**src/rtl/alarm_pkg.sv**
```systemverilog
// Shared state encoding and helpers for the alarm zone controller.
package alarm_pkg;

   localparam int unsigned STATE_W = 3;

   typedef enum logic [STATE_W-1:0] {
      StDisarmed = 3'd0,
      StExitDly  = 3'd1,
      StArmed    = 3'd2,
      StEntryDly = 3'd3,
      StAlarm    = 3'd4
   } alarm_state_e;

   function automatic int unsigned max3(input int unsigned a, input int unsigned b,
                                        input int unsigned c);
      int unsigned m;
      m = (a > b) ? a : b;
      return (m > c) ? m : c;
   endfunction

endpackage

```
**src/rtl/alarm_timer.sv**
```systemverilog
// Loadable down-counter shared by the exit, entry and siren intervals; saturates at zero.
module alarm_timer #(
   parameter int unsigned WIDTH = 4
) (
   input  logic             clk,
   input  logic             rst_n,
   input  logic             load,
   input  logic [WIDTH-1:0] load_val,
   input  logic             dec,
   output logic             zero
);

   logic [WIDTH-1:0] count_q;

   always_ff @(posedge clk or negedge rst_n) begin
      if (!rst_n) begin
         count_q <= '0;
      end else if (load) begin
         count_q <= load_val;
      end else if (dec && (count_q != '0)) begin
         count_q <= count_q - 1'b1;
      end
   end

   assign zero = (count_q == '0);

endmodule

```
**src/rtl/alarm_zone_ctrl.sv**
```systemverilog
// Intrusion alarm controller: synchronized zone inputs, exit/entry delays and a timed siren.
module alarm_zone_ctrl
   import alarm_pkg::*;
#(
   parameter int unsigned N_ZONES   = 4,
   parameter int unsigned EXIT_CYC  = 16,
   parameter int unsigned ENTRY_CYC = 8,
   parameter int unsigned SIREN_CYC = 32
) (
   input  logic               clk,
   input  logic               rst_n,
   input  logic               arm,
   input  logic               disarm,
   input  logic [N_ZONES-1:0] zone_open,
   input  logic [N_ZONES-1:0] zone_mask,
   input  logic [N_ZONES-1:0] delay_zone,
   output logic [STATE_W-1:0] state,
   output logic               ready,
   output logic               armed,
   output logic               siren,
   output logic [N_ZONES-1:0] alarm_zones
);

   localparam int unsigned TMR_W = $clog2(max3(EXIT_CYC, ENTRY_CYC, SIREN_CYC) + 1);

   localparam logic [TMR_W-1:0] EXIT_LOAD  = TMR_W'(EXIT_CYC - 1);
   localparam logic [TMR_W-1:0] ENTRY_LOAD = TMR_W'(ENTRY_CYC - 1);
   localparam logic [TMR_W-1:0] SIREN_LOAD = TMR_W'(SIREN_CYC - 1);

   logic [N_ZONES-1:0] sync1_q;
   logic [N_ZONES-1:0] zs_q;
   logic [N_ZONES-1:0] trip;
   logic               inst_trip;
   logic               dly_trip;

   alarm_state_e       state_q;
   logic               siren_q;
   logic               armed_q;
   logic [N_ZONES-1:0] alarm_zones_q;

   logic               tmr_load;
   logic [TMR_W-1:0]   tmr_val;
   logic               tmr_dec;
   logic               tmr_zero;

   always_ff @(posedge clk or negedge rst_n) begin
      if (!rst_n) begin
         sync1_q <= '0;
         zs_q    <= '0;
      end else begin
         sync1_q <= zone_open;
         zs_q    <= sync1_q;
      end
   end

   assign trip      = zs_q & ~zone_mask;
   assign ready     = ~|trip;
   assign inst_trip = |(trip & ~delay_zone);
   assign dly_trip  = |(trip & delay_zone);

   // Timer control mirrors the transitions taken by the FSM below.
   always_comb begin
      tmr_load = 1'b0;
      tmr_val  = '0;
      tmr_dec  = 1'b0;
      if (!disarm) begin
         unique case (state_q)
            StDisarmed: begin
               if (arm && ready) begin
                  tmr_load = 1'b1;
                  tmr_val  = EXIT_LOAD;
               end
            end
            StExitDly: tmr_dec = 1'b1;
            StArmed: begin
               if (inst_trip) begin
                  tmr_load = 1'b1;
                  tmr_val  = SIREN_LOAD;
               end else if (dly_trip) begin
                  tmr_load = 1'b1;
                  tmr_val  = ENTRY_LOAD;
               end
            end
            StEntryDly: begin
               if (inst_trip || tmr_zero) begin
                  tmr_load = 1'b1;
                  tmr_val  = SIREN_LOAD;
               end else begin
                  tmr_dec = 1'b1;
               end
            end
            StAlarm: tmr_dec = 1'b1;
            default: ;
         endcase
      end
   end

   alarm_timer #(
      .WIDTH(TMR_W)
   ) u_timer (
      .clk     (clk),
      .rst_n   (rst_n),
      .load    (tmr_load),
      .load_val(tmr_val),
      .dec     (tmr_dec),
      .zero    (tmr_zero)
   );

   always_ff @(posedge clk or negedge rst_n) begin
      if (!rst_n) begin
         state_q       <= StDisarmed;
         siren_q       <= 1'b0;
         armed_q       <= 1'b0;
         alarm_zones_q <= '0;
      end else if (disarm) begin
         state_q <= StDisarmed;
         siren_q <= 1'b0;
         armed_q <= 1'b0;
      end else begin
         unique case (state_q)
            StDisarmed: begin
               if (arm && ready) begin
                  state_q       <= StExitDly;
                  alarm_zones_q <= '0;
               end
            end
            StExitDly: begin
               if (tmr_zero) begin
                  state_q <= StArmed;
                  armed_q <= 1'b1;
               end
            end
            StArmed: begin
               alarm_zones_q <= alarm_zones_q | trip;
               if (inst_trip) begin
                  state_q <= StAlarm;
                  siren_q <= 1'b1;
                  armed_q <= 1'b0;
               end else if (dly_trip) begin
                  state_q <= StEntryDly;
               end
            end
            StEntryDly: begin
               alarm_zones_q <= alarm_zones_q | trip;
               if (inst_trip || tmr_zero) begin
                  state_q <= StAlarm;
                  siren_q <= 1'b1;
                  armed_q <= 1'b0;
               end
            end
            StAlarm: begin
               // Siren runs once per alarm; later trips only extend the record.
               alarm_zones_q <= alarm_zones_q | trip;
               if (tmr_zero) begin
                  siren_q <= 1'b0;
               end
            end
            default: begin
               state_q <= StDisarmed;
               siren_q <= 1'b0;
               armed_q <= 1'b0;
            end
         endcase
      end
   end

   assign state       = state_q;
   assign siren       = siren_q;
   assign armed       = armed_q;
   assign alarm_zones = alarm_zones_q;

endmodule

```
**config.mk**
```make
export PLATFORM = sky130hd
export DESIGN_NAME = alarm_zone_ctrl
export DESIGN_NICKNAME = d
export VERILOG_FILES = /design/src/rtl/alarm_pkg.sv /design/src/rtl/alarm_timer.sv /design/src/rtl/alarm_zone_ctrl.sv
export SDC_FILE = /design/constraint.sdc
export NUM_CORES = 1
export LEC_CHECK = 0
export BUFFER_PORTS_ARGS = -buffer_cell sky130_fd_sc_hd__buf_2
export CORE_ASPECT_RATIO = 1.2
export CORE_MARGIN = 2
export CORE_UTILIZATION = 56
export CTS_BUF_LIST = sky130_fd_sc_hd__clkbuf_16
export DETAILED_ROUTE_END_ITERATION = 6
export GPL_ROUTABILITY_DRIVEN = 0
export PLACE_DENSITY = 0.82
export SLEW_MARGIN = 20
export SYNTH_ARGS = -nofsm -noshare
export SYNTH_HDL_FRONTEND = slang
export SYNTH_SLANG_ARGS = --single-unit
```
**constraint.sdc**
```tcl
create_clock -name clk -period 4 [get_ports clk]
set_clock_uncertainty 0.15 [all_clocks]
set_input_delay 0.8 -clock clk [delete_from_list [all_inputs] [get_ports clk]]
set_output_delay 0.8 -clock clk [all_outputs]
set_load 0.01 [all_outputs]
```
# Word level (Yosys, flattened, before mapping)

Cells that the tools add are included.

Flip-flop bits (word level): 23
Word-level logic and storage cells: 85

$add $sub $neg: 1
Equal/unequal tests: 14
Muxes and demuxes: 36
Bitwise gates (word level): 7
Reduce and logical (&&, ||, !) cells: 20

Operators by type and width:

| operator                                            | count |
|---|---|
| 2-to-1 mux 3 bit                                    | 7 |
| 2-to-1 mux 1 bit                                    | 15 |
| 2-to-1 mux 5 bit                                    | 3 |
| != test 3 bit, second input constant                | 5 |
| one-hot mux 3 bit (5 select lines)                  | 1 |
| one-hot mux 5 bit (3 select lines)                  | 1 |
| bitwise AND 4 bit                                   | 3 |
| 2-to-1 mux 6 bit                                    | 2 |
| OR reduction 4 bit                                  | 3 |
| 2-to-1 mux 4 bit                                    | 2 |
| NOT 4 bit                                           | 2 |
| one-hot mux 1 bit (4 select lines)                  | 2 |
| one-hot mux 4 bit (2 select lines)                  | 1 |
| AND reduction 4 bit                                 | 2 |
| equality test 3 x 2 -> 1 bit, second input constant | 2 |
| zero test 6 bit                                     | 1 |
| nonzero test 6 bit                                  | 1 |
| OR reduction 2 bit                                  | 3 |
| subtractor 6 x 1 -> 6 bit, second input constant    | 1 |
| AND reduction 5 bit                                 | 1 |
| != test 2 x 1 -> 1 bit, second input constant       | 2 |
| != test 2 bit, second input constant                | 2 |
| != test 4 bit, second input constant                | 1 |
| bitwise OR 4 bit                                    | 1 |
| other kinds (12)                                    | 14 |

# Logic depth before layout (Yosys ltp)

Gate-level depths: netlist of the first run.

Depth after elaboration: 11
Mapped depth: 7
Gate-level depth less buffers: 7

# By module

A second synthesis of the first run with hierarchy kept.

Cell total of the unflattened synthesis: 116
Area total of the unflattened synthesis: 1226.2 µm²

By module, submodules not included:

| module          | times used | cells each | area an instance (µm²) |
|---|---|---|---|
| alarm_zone_ctrl | 1          | 72         | 830.8 |
| alarm_timer     | 1          | 44         | 395.4 |

# Worst setup path after synthesis of the first run

Ideal clock, no wire load.

Path type: in2reg
Start: input zone_mask[1]
End: register alarm_zones_q[0], in the netlist alarm_zones[0]
Library setup time: 121 ps
Arrival: 2049 ps
Required time: 3729 ps
Slack: 1680 ps
Cell stages on the path: 5
Buffers on the path: 0
Cell sequence: nor2b_1 nor4_1 nand3_1 or2_1 a22o_1

Longest elaborated chain between the ends: 7

RTL lines:

| item                          | RTL line               | source |
|---|---|---|
| start, declared               | alarm_zone_ctrl.sv:15  | `input logic [N_ZONES-1:0] zone_mask,` |
| NOT 4 bit                     | alarm_zone_ctrl.sv:56  | `assign trip = zs_q & ~zone_mask;` |
| bitwise AND 4 bit             | alarm_zone_ctrl.sv:56  |  |
| OR reduction 4 bit            | alarm_zone_ctrl.sv:57  | `assign ready = ~\|trip;` |
| zero test 1 bit               | alarm_zone_ctrl.sv:57  |  |
| via ready                     | alarm_zone_ctrl.sv:18  | `output logic ready,` |
| logical AND 1 bit             | alarm_zone_ctrl.sv:122 | `if (arm && ready) begin` |
| != test 2 bit (no line)       | n/a                    |  |
| AND reduction 3 bit (no line) | n/a                    |  |
| end signal, assigned          | alarm_zone_ctrl.sv:134 | `alarm_zones_q <= alarm_zones_q \| trip;` |
| end signal, assigned          | alarm_zone_ctrl.sv:144 | `alarm_zones_q <= alarm_zones_q \| trip;` |
| end signal, assigned          | alarm_zone_ctrl.sv:153 | `alarm_zones_q <= alarm_zones_q \| trip;` |
| end, declared                 | alarm_zone_ctrl.sv:39  | `logic [N_ZONES-1:0] alarm_zones_q;` |

The timed path passes the listed nets, and every way through them passes these cells.
A chain may end at the register's enable or synchronous reset.

# Worst setup path in the final report of the first run

Start: input zone_mask[1]
End: output ready

Longest elaborated chain between the ends: 4

RTL lines:

| item               | RTL line |
|---|---|
| NOT 4 bit          | alarm_zone_ctrl.sv:56 |
| bitwise AND 4 bit  | alarm_zone_ctrl.sv:56 |
| OR reduction 4 bit | alarm_zone_ctrl.sv:57 |
| zero test 1 bit    | alarm_zone_ctrl.sv:57 |
| end, declared      | alarm_zone_ctrl.sv:18 |

Every way passes these cells.

==> flow_summary.yaml, run 1 <==
pwr:
  p_leak_uw: 0.000622
  peakVddDrop_mv: 0.334
  power_uw: 652
  powerDensity_nw_per_um2: 477
grt:
  grt_pass1_vias: 812
  grt_pass1_wl_um: 3570
  antenna_found_initial: 0
  grt_max_degree: 24
  gr-total-overflow: 0
  grtUsageTotal: 0.201
drt:
  viasPerCell: 5.88
  wl_per_cell_um: 14.1
  num_vias: 918
  drcViolationCount: 0
  dr.pass1.iters: 4
  postRouteAntennaNets: 0
  drtIter0Drc: 20
  routed_wl_um: 2200
floorplan:
  die_w_um: 45.4
  start_util: 0.575
  die_h_um: 53.7
  placeableCoreArea_um2: 2000
  io_pins: 26
  dieArea_um2: 2440
  placementRows: 18
final_layout:
  nNetsFinal: 155
  diodes: 0
  mostFrequentLayoutCells: "buf_2 (25), dfrtp_1 (23), nand2_1 (10)"
  drive_gt1_frac: 0.279
  areaGrowthSynthToFinish_pct: 18.6
  final_common_cell: "buf_2"
sta:
  setup_viol_count_final: 0
  rsz0062_at_grt: "false"
  slew_violations: 0
  fin_ws_ps: 1500
  tns_ps: 0
  worst_pin_slew_ps: 490
  hold_violations: 0
  relSlewSlack: 0.674
  fin_crit_sh: 0.624
  fmax_mhz: 401
  min_period_ps: 2500
setup_path:
  crit_family: "simple AND/OR/NAND/NOR gates"
  r2r.worst_path.cells: 7
  critPathBufInv: 2
  worstPathArrival_ps: 1550
  cpPeakStageDelay_ps: 400
  path_class: "input port to output port"
  reg2reg_slack_ps: 1810
  crit_top_cell: "buf_2"
  worst_setup_path_end_kind: "output port"
  critPathRequiredTime_ps: 3050
  start_kind: "input port"
  slowest_stage: "nor4_1"
  path_cells: "buf_2 > nor2b_1 > nor4_1 > buf_2"
  crit_fanout: 3
  cp.depth: 4
placement:
  hpwl_um: 1610
  dp_slack_ps: 1500
  numPortBuffers: 25
clock_tree:
  cts_tree: "yes"
  clk_pin_slew_ps: 60
  cts_made_buffers: 3
  postCtsSetupRepairBufs: 0
  hold_buffers: 0
  numClockSinks: 23
  cts_max_level: 1
  cts-resized-gates: 0
  worstSkewPairLatency_ps: 250
  cts_root_buf: "clkbuf_16"
  cts_max_path_buffers: 2
flow_run:
  maxCapViolCount: 0
logic_synthesis:
  yosysSeqAreaShare: 0.499
  synth_edf_count: 0
  syn_inst: 110
  ys_types: 41
  yosys_register_bits: 23
  synthArstFlopShare: 1.00
  syn_nets: 128
  yosys_warnings: 0
  avgSynthCellArea_um2: 10.5
  syn_area_um2: 1150
  synthFlopType: "dfrtp_1"
run_status:
  run_status: "finished clean"
worst_hold_path:
  hold_depth: 0
  hold_class: "register to register"
==> power by group <==
part | internal, µW | switching [µW]
logic | 67.0 | 65.6
clock network | 134 | 76.9
registers | 272 | 36.3
==> cell usage after synthesis (all sizes together) (3+ instances only) <==
cell type,number,area [µm²]
a21oi,3,15.0
a22o,4,35.0
dfrtp,23,576
inv,3,11.3
nand2,10,37.5
nand3b,5,37.5
nor2,7,26.3
nor2b,4,25.0
nor3,7,35.0
nor3b,7,63.8
o21ai,4,20.0
xnor2,3,26.3
==> stage by stage <==
| stage | hold slack (ps) | cell area, µm² | util | std cells |
|---|---|---|---|---|
| after floorplan | 181 | 1150 | - | 110 |
| after global placement | 182 | 1290 | 0.642 | 152 |
| after detailed placement | 185 | 1290 | 0.642 | 152 |
| after CTS | 195 | 1370 | 0.682 | 156 |
| after global routing | 211 | 1370 | 0.682 | 156 |
| final | 193 | 1370 | 0.682 | 156 |
==> kinds of logic after synthesis <==
logic type | count (synthesis) | synth area share
AO/OA/AOI/OAI | 21 | 0.134
XOR/XNOR | 5 | 0.0380
adder cells (fa/ha/maj) | 2 | 0.0217
buffers and inverters | 6 | 0.0239
flip-flops | 23 | 0.499
multiplexers | 1 | 0.00977
AND/OR/NAND/NOR | 52 | 0.274
==> sequential cells by signal, summed over array words and instances, names as in the netlist <==
register,cells
alarm_zones,4
state,3
zs_q,4
sync1_q,4
siren,1
armed,1
u_timer.count_q,6
==> final cells by class <==
type                    count  area, µm²
repair buffers             25        125
flip-flops and latches     23        576
multi-input cells          81        549
fillers                   158        638
well taps                  20       25.0
clock inverters             1       5.00
clock buffers               3       75.1
inverters                   3       11.3
==> routing by layer <==
metal | GRT usage | wire length [µm] | up-vias
met1 | 0.235 | 936 | 445
met5 | 0 | 0 | -
li1 | - | - | 450
met3 | 0.0336 | 69 | 4
met4 | 0.0588 | 16 | 0
met2 | 0.366 | 1170 | 19
==> path summary, 6_finish.rpt <==
path | from | endpoint
max in group asynchronous | rst_n | zs_q[1]
setup / recovery | zone_mask[1] | ready
min in group asynchronous | rst_n | siren
hold reg to reg | sync1_q[2] | zs_q[2]
setup reg to reg | u_timer.count_q[0] | u_timer.count_q[4]
hold / removal | sync1_q[2] | zs_q[2]
Power figures use the tool's default switching activity.
==> run 2: changes to the inputs <==
CORE_UTILIZATION = 52   (was 56)
PLACE_DENSITY = 0.77   (was 0.82)
clock period = 2.5 ns   (was 4 ns; I/O delays follow)
==> run 2 against run 1 <==
Clock power is 61% higher. Core utilization down 1.6 points. First-iteration DRC count grew 35%. Critical endpoint is now u_timer.count_q[5]. Highest routed layer unchanged.
==> flow_summary.yaml, run 2 (synthesis gave the netlist of run 1 again) <==
run_status:
  run_status: "finished clean"
floorplan:
  placeableCoreArea_um2: 2070
  placementRows: 18
  start_util: 0.556
  dieArea_um2: 2610
  die_w_um: 47.0
  io_pins: 26
  die_h_um: 55.6
setup_path:
  cpPeakStageDelay_ps: 490
  critPathRequiredTime_ps: 2500
  slowest_stage: "or4b_4"
  critPathBufInv: 1
  start_kind: "register"
  worstPathArrival_ps: 2210
  worst_setup_path_end_kind: "register"
  path_cells: "inv_1 > ha_1 > or4b_4 > o22ai_1 > nor3_1 > xor2_1 > and2_1"
  crit_fanout: 5
  crit_family: "simple AND/OR/NAND/NOR gates"
  path_class: "register to register"
sta:
  hold-worst-slack_ps: 54.9
  tns_ps: 0
  worst_pin_slew_ps: 497
  setup_viol_count_final: 0
  min_period_ps: 2210
  relSlewSlack: 0.669
  slew_violations: 0
  fmax_mhz: 453
  hold_violations: 0
  fin_ws_ps: 290
  rsz0062_at_grt: "false"
  fin_crit_sh: 0.884
pwr:
  powerDensity_nw_per_um2: 761
  peakVddDrop_mv: 0.578
  pwr-share-seq: 0.472
  p_switching_uw: 292
  swShare: 0.279
  clock_power_share: 0.324
  power_uw: 1050
  internal-power_uw: 757
  p_leak_uw: 0.000622
  power.share.combinational: 0.204
clock_tree:
  hold_buffers: 0
  cts_max_path_buffers: 2
  cts-resized-gates: 0
  cts_max_level: 1
  worstSkewPairLatency_ps: 250
  cts_tree: "yes"
  cts_made_buffers: 3
  numClockSinks: 23
  clk_pin_slew_ps: 60
  postCtsSetupRepairBufs: 0
  cts_root_buf: "clkbuf_16"
grt:
  grt_pass1_vias: 930
  antenna_found_initial: 0
  grtUsageTotal: 0.205
  gr-total-overflow: 0
  grt_max_degree: 24
  grt_pass1_wl_um: 4070
drt:
  viasPerCell: 5.64
  dr.pass1.iters: 4
  drtIter0Drc: 27
  drcViolationCount: 0
  wl_per_cell_um: 13.7
  num_vias: 937
  routed_wl_um: 2280
  postRouteAntennaNets: 0
final_layout:
  final_common_cell: "buf_2"
  diodes: 0
  top_register: "u_timer.count_q"
  nNetsFinal: 155
  areaGrowthSynthToFinish_pct: 19.7
  largest_reg_flops: 6
  utilization: 0.665
  mostFrequentLayoutCells: "buf_2 (25), dfrtp_1 (23), nand2_1 (10)"
  drive_gt1_frac: 0.279
worst_hold_path:
  hold_class: "input port to asynchronous set/reset pin"
placement:
  numPortBuffers: 25
  hpwl_um: 1720
  dp_slack_ps: 298
flow_run:
  maxCapViolCount: 0
## run 2: power by group through the flow
stage | combinational [µW] | clock, µW | sequential [µW]
6_report | 214 | 340 | 495
5_1_grt | 248 | 369 | 502
4_1_cts | 218 | 349 | 494
3_5_place_dp | 218 | 0 | 499
3_3_place_gp | 203 | 0 | 495
2_1_floorplan | 147 | 0 | 491
## run 2: through the flow
| stage | std cells | instance area (µm²) |
|---|---|---|
| finish | 166 | 1380 |
| global route | 166 | 1380 |
| CTS | 166 | 1380 |
| detailed placement | 162 | 1300 |
| global placement | 162 | 1300 |
| floorplan | 110 | 1150 |
## run 2: final timing paths
path / from / to / slack (ps) / cells past startpoint
max: u_timer.count_q[0] / u_timer.count_q[5] / 290 / 7
min: rst_n / siren / 50 / 1
max reg2reg: u_timer.count_q[0] / u_timer.count_q[5] / 290 / 7
min reg2reg: sync1_q[0] / zs_q[0] / 200 / 0
max in group asynchronous: rst_n / sync1_q[1] / 1810 / 1
min in group clk: sync1_q[0] / zs_q[0] / 200 / 0
## run 2: final cells by class
class	count	area (µm²)
Tap cell	30	37.5
Sequential cell	23	576
Fill cell	175	693
Clock buffer	3	75.1
Timing Repair Buffer	25	125
Clock inverter	1	5.00
Multi-Input combinational cell	81	549
Inverter	3	11.3
## run 2: metal layers
layer | up-vias | global-route usage | share of wire
li1 | 447 | - | -
met1 | 463 | 0.262 | 0.42
met2 | 25 | 0.337 | 0.54
met3 | 2 | 0.0325 | 0.040
met4 | 0 | 0.0754 | 0.0053
met5 | - | 0 | 0
